<file path="config.mk">
export PLATFORM = sky130hd
export DESIGN_NAME = ntt_arbiter
export DESIGN_NICKNAME = d
export VERILOG_FILES = /design/src/rtl/ntt_arbiter.sv
export SDC_FILE = /design/constraint.sdc
export NUM_CORES = 1
export LEC_CHECK = 0
export ABC_AREA = 1
export BUFFER_PORTS_ARGS = -buffer_cell sky130_fd_sc_hd__clkbuf_2
export CAP_MARGIN = 30
export CORE_ASPECT_RATIO = 1.1
export CORE_MARGIN = 2
export CORE_UTILIZATION = 45
export DETAILED_ROUTE_END_ITERATION = 7
export PLACE_DENSITY = 0.93
export SYNTH_ARGS = -nofsm -noshare
export SYNTH_HDL_FRONTEND = slang
export SYNTH_SLANG_ARGS = --single-unit
</file>
<file path="constraint.sdc">
create_clock -name clk -period 2.64 [get_ports clk]
set_input_delay 0.132 -clock clk [delete_from_list [all_inputs] [get_ports clk]]
set_output_delay 0.132 -clock clk [all_outputs]
set_load 0.005 [all_outputs]
</file>
<file path="src/rtl/ntt_arbiter.sv">
// ntt_arbiter: shares one ntt core between two coefficient-stream requesters.
// A grant covers a whole job: N input beats into the core, then N result beats
// routed back to the owner only. Arbitration is round-robin by default; define
// NTT_ARB_FIXED_PRIO_EN to make requester 0 always win when it is valid.
module ntt_arbiter #(
   parameter int unsigned q    = 17,
   parameter int unsigned N    = 8,
   parameter int unsigned logq = 5,
   parameter int unsigned logN = 3
) (
   input  logic            clk,
   input  logic            reset_n,
   input  logic            req0_valid,
   input  logic [logq-1:0] req0_data,
   output logic            req0_ready,
   output logic            rsp0_valid,
   output logic [logq-1:0] rsp0_data,
   input  logic            rsp0_ready,
   output logic            rsp0_last,
   input  logic            req1_valid,
   input  logic [logq-1:0] req1_data,
   output logic            req1_ready,
   output logic            rsp1_valid,
   output logic [logq-1:0] rsp1_data,
   input  logic            rsp1_ready,
   output logic            rsp1_last,
   output logic            core_in_valid,
   output logic [logq-1:0] core_poly_in,
   input  logic            core_in_ready,
   input  logic            core_out_valid,
   input  logic [logq-1:0] core_poly_out,
   output logic            core_out_ready,
   output logic            busy,
   output logic            owner
);

   typedef enum logic [1:0] {IDLE, LOAD, UNLOAD} state_t;

   localparam logic [logN-1:0] CNT_LAST = logN'(N - 1);
   // Counter wrap relies on N == 2**logN; coefficients must fit below 2**logq.
   localparam bit CFG_OK = (N == (1 << logN)) && (q <= (1 << logq));

   // Empty marker block: a bad configuration shows up in the elaborated hierarchy.
   if (!CFG_OK) begin : g_bad_cfg
   end

   state_t          state;
   logic            last_grant;
   logic [logN-1:0] cnt;
   logic            winner;
   logic            any_req;
   logic            in_beat;
   logic            out_beat;

   assign any_req  = req0_valid | req1_valid;
   assign in_beat  = core_in_valid & core_in_ready;
   assign out_beat = core_out_valid & core_out_ready;

   // Pick the next owner among valid requesters.
   always_comb begin
      winner = 1'b0;
`ifdef NTT_ARB_FIXED_PRIO_EN
      winner = ~req0_valid;
`else
      if (req0_valid && req1_valid) begin
         winner = ~last_grant;
      end else begin
         winner = req1_valid;
      end
`endif
   end

   // Job-level FSM: grant, count input beats, count result beats, release.
   always_ff @(posedge clk or negedge reset_n) begin
      if (!reset_n) begin
         state      <= IDLE;
         cnt        <= '0;
         owner      <= 1'b0;
         last_grant <= 1'b1;
         busy       <= 1'b0;
      end else begin
         case (state)
            IDLE: begin
               if (any_req) begin
                  owner      <= winner;
                  last_grant <= winner;
                  cnt        <= '0;
                  state      <= LOAD;
                  busy       <= 1'b1;
               end
            end
            LOAD: begin
               if (in_beat) begin
                  if (cnt == CNT_LAST) begin
                     cnt   <= '0;
                     state <= UNLOAD;
                  end else begin
                     cnt <= cnt + logN'(1);
                  end
               end
            end
            UNLOAD: begin
               if (out_beat) begin
                  if (cnt == CNT_LAST) begin
                     cnt   <= '0;
                     state <= IDLE;
                     busy  <= 1'b0;
                  end else begin
                     cnt <= cnt + logN'(1);
                  end
               end
            end
            default: begin
               state <= IDLE;
               busy  <= 1'b0;
            end
         endcase
      end
   end

   // Route the owner's streams to and from the core; everything else is held at 0.
   always_comb begin
      req0_ready     = 1'b0;
      req1_ready     = 1'b0;
      rsp0_valid     = 1'b0;
      rsp0_data      = '0;
      rsp0_last      = 1'b0;
      rsp1_valid     = 1'b0;
      rsp1_data      = '0;
      rsp1_last      = 1'b0;
      core_in_valid  = 1'b0;
      core_poly_in   = '0;
      core_out_ready = 1'b0;
      case (state)
         LOAD: begin
            if (owner) begin
               core_in_valid = req1_valid;
               core_poly_in  = req1_data;
               req1_ready    = core_in_ready;
            end else begin
               core_in_valid = req0_valid;
               core_poly_in  = req0_data;
               req0_ready    = core_in_ready;
            end
         end
         UNLOAD: begin
            if (owner) begin
               rsp1_valid     = core_out_valid;
               rsp1_data      = core_poly_out;
               rsp1_last      = core_out_valid & (cnt == CNT_LAST);
               core_out_ready = rsp1_ready;
            end else begin
               rsp0_valid     = core_out_valid;
               rsp0_data      = core_poly_out;
               rsp0_last      = core_out_valid & (cnt == CNT_LAST);
               core_out_ready = rsp0_ready;
            end
         end
         default: begin
         end
      endcase
   end

endmodule

</file>
==> impl_metrics.toml, run 1 <==
[routing]
drt-total-wl_um = 2020
drt_pass1_iterations = 4
ant_nets = 0
drtIter0Drc = 10
viasPerCell = 4.84
drc_errors = 0
wl_per_cell_um = 11.0
num_vias = 891

[timing]
fmax_mhz = 587
rsz0062_at_grt = "false"
fin_crit_ns = 1.70
worstMarginPinSlew_ns = 0.417
fin_worst_skew_ns = 0.0104
setup_viol = 0
slew_headroom_pct = 72.2
tns_ns = 0
layout_worst_path_cycle_share_pct = 64.5
slew_violations = 0
finalHoldViolCount = 0

[worst_hold_path]
hp-class = "primary input to flop"

[placed_design]
hpwl_um = 1710
gp_congestion = 0.837
port_buffers = 47

[grt]
grt_first_pass_wirelength_um = 3480
gr-total-overflow = 0
grt_max_degree = 14
grt.total_usage_pct = 23.9
antenna_found_initial = 0
first_global_vias = 809

[worst_setup_path]
path_max_fanout = 9
startpoint_type = "flop"
cp.arrival_ns = 1.57
crit_type = "flop to output port"
cp.required_ns = 2.51
worstSetupEndpointType = "output port"

[power]
comb_power_share_pct = 63.9
p_int_w = 0.000478
p_sw_share_pct = 50.3
p_sw_w = 0.000485
p_leak_nw = 0.646
ir_drop_v = 0.000554
powerDensity_mw_per_mm2 = 929
clkPwrFrac_pct = 10.8
seqPwrFrac_pct = 25.3

[die]
initial_core_util_pct = 47.7
io_pins = 48
dieArea_mm2 = 0.00201
die_height_um = 46.9
rows = 15
fp.dieW_um = 43.0
core_area_mm2 = 0.00158

[synthesis]
yosys_warnings = 0
synth_area_per_cell_um2 = 6.48
syn-num-nets = 145
synth_async_sr_flop_share_pct = 100
syn_inst = 116
ys_types = 17
ys_seq_area_share_pct = 26.8
synth_edf_count = 0
synth_area_um2 = 752
synthFlopType = "dfrtp_1"
synth_seq_cells = 8

[flow_run]
cap_violations = 0

[clock_network]
postCtsSetupBuffers = 0
htree_levels = 1
cts_root_buffer = "clkbuf_4"
cts_buffers = 3
clock_path_buffers = 2
tritoncts = "done"
cts_resized = 0
numClockSinks = 8
clk_latency_ns = 0.26
clk_pin_slew_ns = 0.06

[status]
status = "complete, no violations"

[finish]
final_common_cell = "clkbuf_2"
syn_to_final_growth_pct = 37.9
utilization_pct = 65.8
drive_above_1_share_pct = 40.7
antenna-diode-count = 0
nets = 197
layout_common_cells = "clkbuf_2, nand2_1, inv_1, nor2_1, nand3_1"
-- Yosys cell counts, types with 3 or more instances --
cell,count,share of area [%]
nand3_1,8,5.3
nand2_1,34,17
nor3_1,5,3.3
ha_1,6,10
a21oi_1,6,4.0
inv_2,3,1.5
dfrtp_1,7,23
o21ai_0,3,2.0
nand2_2,7,5.8
inv_1,14,7.0
nor2_1,14,7.0
-- state kept, by name, summed over array words and instances (netlist names) --
| register | flops |
|---|---|
| busy | 1 |
| state | 2 |
| last_grant | 1 |
| owner | 1 |
| cnt | 3 |
-- cell type report --
| class | count | area (um2) |
|---|---|---|
| Clock buffer | 4 | 26.3 |
| Fill cell | 148 | 539 |
| Inverter | 17 | 63.8 |
| Multi-Input combinational cell | 90 | 479 |
| Sequential cell | 8 | 201 |
| Tap cell | 17 | 21.3 |
| Timing Repair Buffer | 48 | 245 |
-- path summary, 6_finish.rpt --
kind	endpoint	startpoint	slack (ns)	cells after the start
min in group asynchronous	cnt[1]	reset_n	0.24	2
max in group asynchronous	last_grant	reset_n	2.14	2
hold / removal	last_grant	req1_valid	0.21	3
setup reg to reg	state[0]	cnt[0]	1.10	7
hold reg to reg	busy	busy	0.47	2
setup / recovery	req0_ready	state[1]	0.94	5
-- metal layers --
| layer | global-route usage, % | up-vias | share of wire [%] |
|---|---|---|---|
| met3 | 2.69 | 4 | 8.5 |
| met1 | 25.9 | 383 | 39 |
| met2 | 44.5 | 38 | 49 |
| met4 | 16.4 | 0 | 3.2 |
| li1 | - | 466 | - |
| met5 | 0 | - | 0 |
-- stage by stage --
| step | hold slack, ns | instances | total power (W) | cell area (um2) | setup WS, ns |
|---|---|---|---|---|---|
| 6_report | 0.211 | 184 | 0.000963 | 1040 | 0.936 |
| 3_5_place_dp | -0.00633 | 179 | 0.000864 | 1000 | 1.14 |
| 2_1_floorplan | -0.164 | 116 | 0.000678 | 752 | 1.29 |
| 3_3_place_gp | -0.0174 | 179 | 0.000831 | 1000 | 1.21 |
| 5_1_grt | 0.246 | 184 | 0.00108 | 1040 | 0.835 |
| 4_1_cts | 0.188 | 184 | 0.000978 | 1040 | 0.938 |
-- critical path: stages (launching register included) --
cell      delay (ns)
dfrtp_1         0.40
inv_1           0.11
ha_1            0.26
inv_2           0.12
nor3_1          0.26
clkbuf_2        0.16
-- power groups by stage --
| stage | clock network [W] | registers (W) | logic, W |
|---|---|---|---|
| after floorplan | 0 | 0.000218 | 0.000460 |
| after global placement | 0 | 0.000238 | 0.000592 |
| after detailed placement | 0 | 0.000245 | 0.000619 |
| after CTS | 0.000111 | 0.000243 | 0.000624 |
| after global routing | 0.000115 | 0.000250 | 0.000714 |
| final | 0.000104 | 0.000244 | 0.000616 |
-- what timing repair did --
action	4_1_cts	5_1_grt
setup endpoints to repair	0	0
hold buffers	1	0
endpoints found under the hold margin	8	0
-- logic make-up (layout without fill, tap and decap cells) --
group,count (synthesis),count (layout),synth area share [%]
buf+inv,18,69,9.48
simple gates,73,73,45.4
flops,8,8,26.8
compound gates,11,11,8.32
fa+ha+maj,6,6,9.98
(Power assumes the default switching activity.)
==> run 2: changes to the inputs <==
--- a/config.mk
+++ b/config.mk
@@ -10,9 +10,9 @@
 export CAP_MARGIN = 30
 export CORE_ASPECT_RATIO = 1.1
 export CORE_MARGIN = 2
-export CORE_UTILIZATION = 45
+export CORE_UTILIZATION = 41
 export DETAILED_ROUTE_END_ITERATION = 7
-export PLACE_DENSITY = 0.93
+export PLACE_DENSITY = 0.87
 export SYNTH_ARGS = -nofsm -noshare
 export SYNTH_HDL_FRONTEND = slang
 export SYNTH_SLANG_ARGS = --single-unit
==> constraint.sdc (replaced) <==
create_clock -name clk -period 1.6 [get_ports clk]
set_input_delay 0.08 -clock clk [delete_from_list [all_inputs] [get_ports clk]]
set_output_delay 0.08 -clock clk [all_outputs]
set_load 0.005 [all_outputs]
==> run 2 against run 1 <==
Effect of this change: worst hold slack worse by 0.070 ns; clock-buffer cell count unchanged; register-to-register slack lost 0.96 ns; first-iteration DRC count rose by 80%; largest cell class unchanged; via count grew 0.67%.
==> impl_metrics.toml, run 2 (synthesis results as in run 1) <==
[timing]
setup_viol = 0
slew_headroom_pct = 78.3
rsz0062_at_grt = "true"
layout_worst_path_cycle_share_pct = 94.0
fin_worst_skew_ns = 0.00705
fmax_mhz = 665
worst_hold_slack_ns = 0.141
slew_violations = 0
finalHoldViolCount = 0
fin_crit_ns = 1.50
worstMarginPinSlew_ns = 0.323
tns_ns = 0

[finish]
fillCellCount = 178
fin_area_mm2 = 0.00106
layout_common_cells = "clkbuf_2, nand2_1, inv_1, nor2_1, nand2_2"
reg.largest.list = "cnt (3), state (2)"
antenna-diode-count = 0
final_common_cell = "clkbuf_2"
largest_register_ffs = 3
utilization_pct = 60.2
syn_to_final_growth_pct = 41.1
drive_above_1_share_pct = 44.0
nets = 198
largest_register = "cnt"

[placed_design]
place_area_mm2 = 0.00101
gp_congestion = 0.759
hpwl_um = 1650
port_buffers = 47

[clock_network]
clk_pin_slew_ns = 0.06
clk_latency_ns = 0.26
cts_root_buffer = "clkbuf_4"
tritoncts = "done"
clock_path_buffers = 2
numClockSinks = 8
cts_buffers = 3
htree_levels = 1

[die]
core_area_mm2 = 0.00176
die_height_um = 48.9
initial_core_util_pct = 42.7
io_pins = 48
fp.dieW_um = 44.8
dieArea_mm2 = 0.00219
rows = 16

[power]
comb_power_share_pct = 66.2
p_int_w = 0.000813
seqPwrFrac_pct = 23.4
p_sw_w = 0.000810
ir_drop_v = 0.000756
clkPwrFrac_pct = 10.5
p_leak_nw = 0.649
p_sw_share_pct = 49.9
powerDensity_mw_per_mm2 = 1530

[routing]
drt-total-wl_um = 1970
num_vias = 897
wl_per_cell_um = 10.6
ant_nets = 0
drc_errors = 0
drtIter0Drc = 18
viasPerCell = 4.82
drt_pass1_iterations = 4

[grt]
gr-total-overflow = 0
grt_first_pass_wirelength_um = 3220
first_global_vias = 834
grt.total_usage_pct = 19.3
antenna_found_initial = 0
grt_max_degree = 11

[worst_hold_path]
hp-class = "primary input to flop"
whs_endpoint = "last_grant"
worstHoldPathCells = 3
worstHoldStart = "req1_valid"

[flow_run]
cap_violations = 0

[worst_setup_path]
cp.arrival_ns = 1.42
reg2reg_depth = 7
r2r_start = "cnt[0]"
path_max_fanout = 9
worst-r2r-setup-slack_ns = 0.14
r2r_end = "state[1]"
crit_buf_inv = 3
cp_top_family = "flip-flops"
worstSetupEndpointType = "output port"
path_cells = "inv_1 > ha_2 > inv_2 > nor3_1 > clkbuf_2"
critPathSlowestCell = "dfrtp_1"
startpoint_type = "flop"
worst_path_largest_cell_delay_ns = 0.40
crit_type = "flop to output port"
cp.required_ns = 1.52

[status]
status = "complete, no violations"
-- run 2: changes by cell type in the layout (fill, tap and decap cells not counted) --
cell,change
ha_1,-2
ha_2,+2
nand2_1,-2
nand2_2,+2
buf_4,+1
nor3_1,-1
nor3_2,+1
-- run 2: area by class of cell --
cell class	instances	area [um2]	share of cell area (%)
multi-input combinational	90	494	46.6
timing repair buffer	49	253	23.8
sequential	8	201	19.0
inverter	17	63.8	6.01
clock buffer	4	26.3	2.48
tap	18	22.5	2.12
-- run 2: per-stage QoR --
| step | total power (W) | instances | worst slack, ns |
|---|---|---|---|
| detailed placement | 0.00144 | 181 | 0.148 |
| CTS | 0.00163 | 186 | 0.0466 |
| global route | 0.00180 | 186 | -0.0159 |
| global placement | 0.00139 | 181 | 0.214 |
| floorplan | 0.00112 | 116 | 0.253 |
| finish | 0.00162 | 186 | 0.0964 |
-- run 2: how the worst max path moves through the flow --
stage	from	end	depth (start not counted)
floorplan	cnt[0]	state[0]	6
global placement	cnt[0]	state[1]	6
detailed placement	state[0]	cnt[1]	8
CTS	state[1]	req1_ready	5
global route	state[1]	req0_ready	5
finish	state[1]	req0_ready	5
-- run 2: what timing repair did --
item | in CTS | in global routing
hold buffers | 1 | 0
endpoints found under the setup margin | 0 | 10
resized for setup | 0 | 5
buffers inserted | 0 | 0
hold endpoints to repair | 8 | 0
-- run 2: power groups by stage --
stage / clock network [W] / logic, W / registers [W]
final: 0.000170 / 0.00107 / 0.000379
after global routing: 0.000188 / 0.00122 / 0.000391
after CTS: 0.000178 / 0.00107 / 0.000378
after detailed placement: 0 / 0.00106 / 0.000382
after global placement: 0 / 0.00102 / 0.000375
after floorplan: 0 / 0.000759 / 0.000360
-- run 2: worst reg2reg max path, delay by kind of cell, from the launching register on --
family                     cells  cell delay, ns
AOI/OAI and AO/OA              1            0.28
and+or+nand+nor                4            0.33
DFF                            1            0.39
adders and majority gates      2            0.42
-- run 2: routing by layer --
layer	vias up	GRT usage [%]	part of all wire (%)
met2	39	34.5	50
met3	4	1.48	9.0
met1	388	20.8	38
li1	466	-	-
met5	-	0	0
met4	0	12.3	2.6
==> run 3: changes to the inputs <==
--- a/config.mk
+++ b/config.mk
@@ -9,7 +9,7 @@
 export BUFFER_PORTS_ARGS = -buffer_cell sky130_fd_sc_hd__clkbuf_2
 export CAP_MARGIN = 30
 export CORE_ASPECT_RATIO = 1.1
-export CORE_MARGIN = 2
+export CORE_MARGIN = 1.5
 export CORE_UTILIZATION = 41
 export DETAILED_ROUTE_END_ITERATION = 7
 export PLACE_DENSITY = 0.87
==> run 3 against run 2 <==
Effect of this change: combinational power about the same; first-iteration DRC count down 39%; die area down 4.2%; non-clock buffer count unchanged; clock-buffer cell count unchanged; critical path depth unchanged; worst hold slack better by 0.0052 ns; clock skew up 0.0066 ns.
==> impl_metrics.toml, run 3 (synthesis results as in run 1) <==
[status]
status = "complete, no violations"

[routing]
drt_pass1_iterations = 4
drc_errors = 0
wl_per_cell_um = 10.5
num_vias = 914
viasPerCell = 4.91
ant_nets = 0
drtIter0Drc = 11
drt-total-wl_um = 1950

[clock_network]
postCtsSetupBuffers = 0
clk_pin_slew_ns = 0.06
clk_latency_ns = 0.26
cts_buffers = 3
numClockSinks = 8
cts_root_buffer = "clkbuf_4"
tritoncts = "done"
clock_path_buffers = 2
htree_levels = 1

[finish]
nets = 198
fillCellCount = 166
drive_above_1_share_pct = 43.5
largest_register_ffs = 3
stdcell_count = 186
syn_to_final_growth_pct = 40.4
antenna-diode-count = 0
reg.largest.list = "cnt (3), state (2)"
largest_register = "cnt"
utilization_pct = 59.9
final_common_cell = "clkbuf_2"
layout_common_cells = "clkbuf_2, nand2_1, inv_1, nor2_1, nand2_2"

[worst_setup_path]
critPathSlowestCell = "dfrtp_1"
crit_buf_inv = 2
cp.arrival_ns = 1.43
crit_type = "flop to output port"
worst-path-stages = 5
worst-r2r-setup-slack_ns = 0.13
reg2reg_depth = 8
crit_end = "rsp1_last"
path_cells = "ha_1 > ha_1 > inv_1 > nor3_1 > clkbuf_2"
r2r_start = "state[0]"
worst_path_largest_cell_delay_ns = 0.38
r2r_end = "state[1]"
startpoint = "cnt[0]"
path_max_fanout = 3
cp_top_family = "flip-flops"
startpoint_type = "flop"
worstSetupEndpointType = "output port"
cp.required_ns = 1.52
crit_top_cell = "ha_1"

[placed_design]
placed_cells = 181
gp_congestion = 0.776
port_buffers = 47
dp_slack_ns = 0.0830
hpwl_um = 1590

[timing]
layout_worst_path_cycle_share_pct = 94.4
fin_worst_skew_ns = 0.0137
finalHoldViolCount = 0
slew_violations = 0
rsz0062_at_grt = "true"
worstMarginPinSlew_ns = 0.325
slew_headroom_pct = 78.2
fin_crit_ns = 1.51
fmax_mhz = 662
setup_ws_ns = 0.0900
setup_viol = 0

[power]
p_leak_nw = 0.649
clkPwrFrac_pct = 10.2
ir_drop_v = 0.000724
powerDensity_mw_per_mm2 = 1550
p_int_w = 0.000815
p_sw_w = 0.000818
p_sw_share_pct = 50.1
seqPwrFrac_pct = 23.7
comb_power_share_pct = 66.1
power.total_w = 0.00163

[die]
initial_core_util_pct = 42.7
dieArea_mm2 = 0.00210
io_pins = 48
rows = 16
core_area_mm2 = 0.00176
fp.dieW_um = 43.8
die_height_um = 47.9

[flow_run]
cap_violations = 0

[grt]
grt.total_usage_pct = 18.1
grt_first_pass_wirelength_um = 2800
gr-total-overflow = 0
grt_max_degree = 11
first_global_vias = 706
antenna_found_initial = 0

[worst_hold_path]
hp-class = "primary input to flop"
run 3: worst register-to-register path: stages, from the launching register on:
cell,delay [ns]
dfrtp_1,0.40
inv_1,0.09
ha_1,0.27
inv_2,0.09
nor3_2,0.05
nor2_4,0.22
nand2_1,0.10
nand2_1,0.09
nand2_1,0.06
run 3: routing by layer:
layer | vias to the layer above | GRT usage (%) | part of all wire (%)
li1 | 468 | - | -
met1 | 398 | 18.0 | 39
met2 | 41 | 34.1 | 50
met3 | 7 | 3.77 | 9.0
met4 | 0 | 12.7 | 2.5
met5 | - | 0 | 0
run 3: repair_timing:
| item | in CTS | in global routing |
|---|---|---|
| endpoints found under the setup margin | 0 | 12 |
| hold buffers | 1 | 0 |
| hold endpoints to repair | 8 | 0 |
| resized for setup | 0 | 5 |
run 3: worst min path at each step:
stage	from	endpoint	slack [ns]	depth (start not counted)
after detailed placement	reset_n	cnt[2]	-0.06	1
after global placement	reset_n	cnt[2]	-0.07	1
final	req1_valid	last_grant	0.15	3
after CTS	req1_valid	last_grant	0.14	3
after floorplan	reset_n	busy	-0.22	0
after global routing	req1_valid	last_grant	0.15	3
run 3: power by group through the flow:
stage                     Combinational (W)  Sequential, W  Clock, W
after floorplan                    0.000759       0.000360         0
after global placement              0.00100       0.000379         0
after detailed placement            0.00105       0.000386         0
after CTS                           0.00107       0.000384  0.000173
after global routing                0.00122       0.000400  0.000188
final                               0.00108       0.000387  0.000167
run 3: final cells by class:
| cell class | instances | area [um2] | share of cell area (%) |
|---|---|---|---|
| Tap cell | 18 | 22.5 | 2.13 |
| Multi-Input combinational cell | 90 | 489 | 46.3 |
| Timing Repair Buffer | 49 | 253 | 23.9 |
| Inverter | 17 | 63.8 | 6.04 |
| Sequential cell | 8 | 201 | 19.1 |
| Clock buffer | 4 | 26.3 | 2.49 |
run 3: stage by stage:
step / area, um2 / hold WS, ns / setup TNS [ns]
after CTS: 1050 / 0.138 / 0
after detailed placement: 1010 / -0.0645 / 0
after global routing: 1060 / 0.149 / -0.0199
after floorplan: 752 / -0.216 / 0
final: 1060 / 0.146 / 0
after global placement: 1010 / -0.0714 / 0
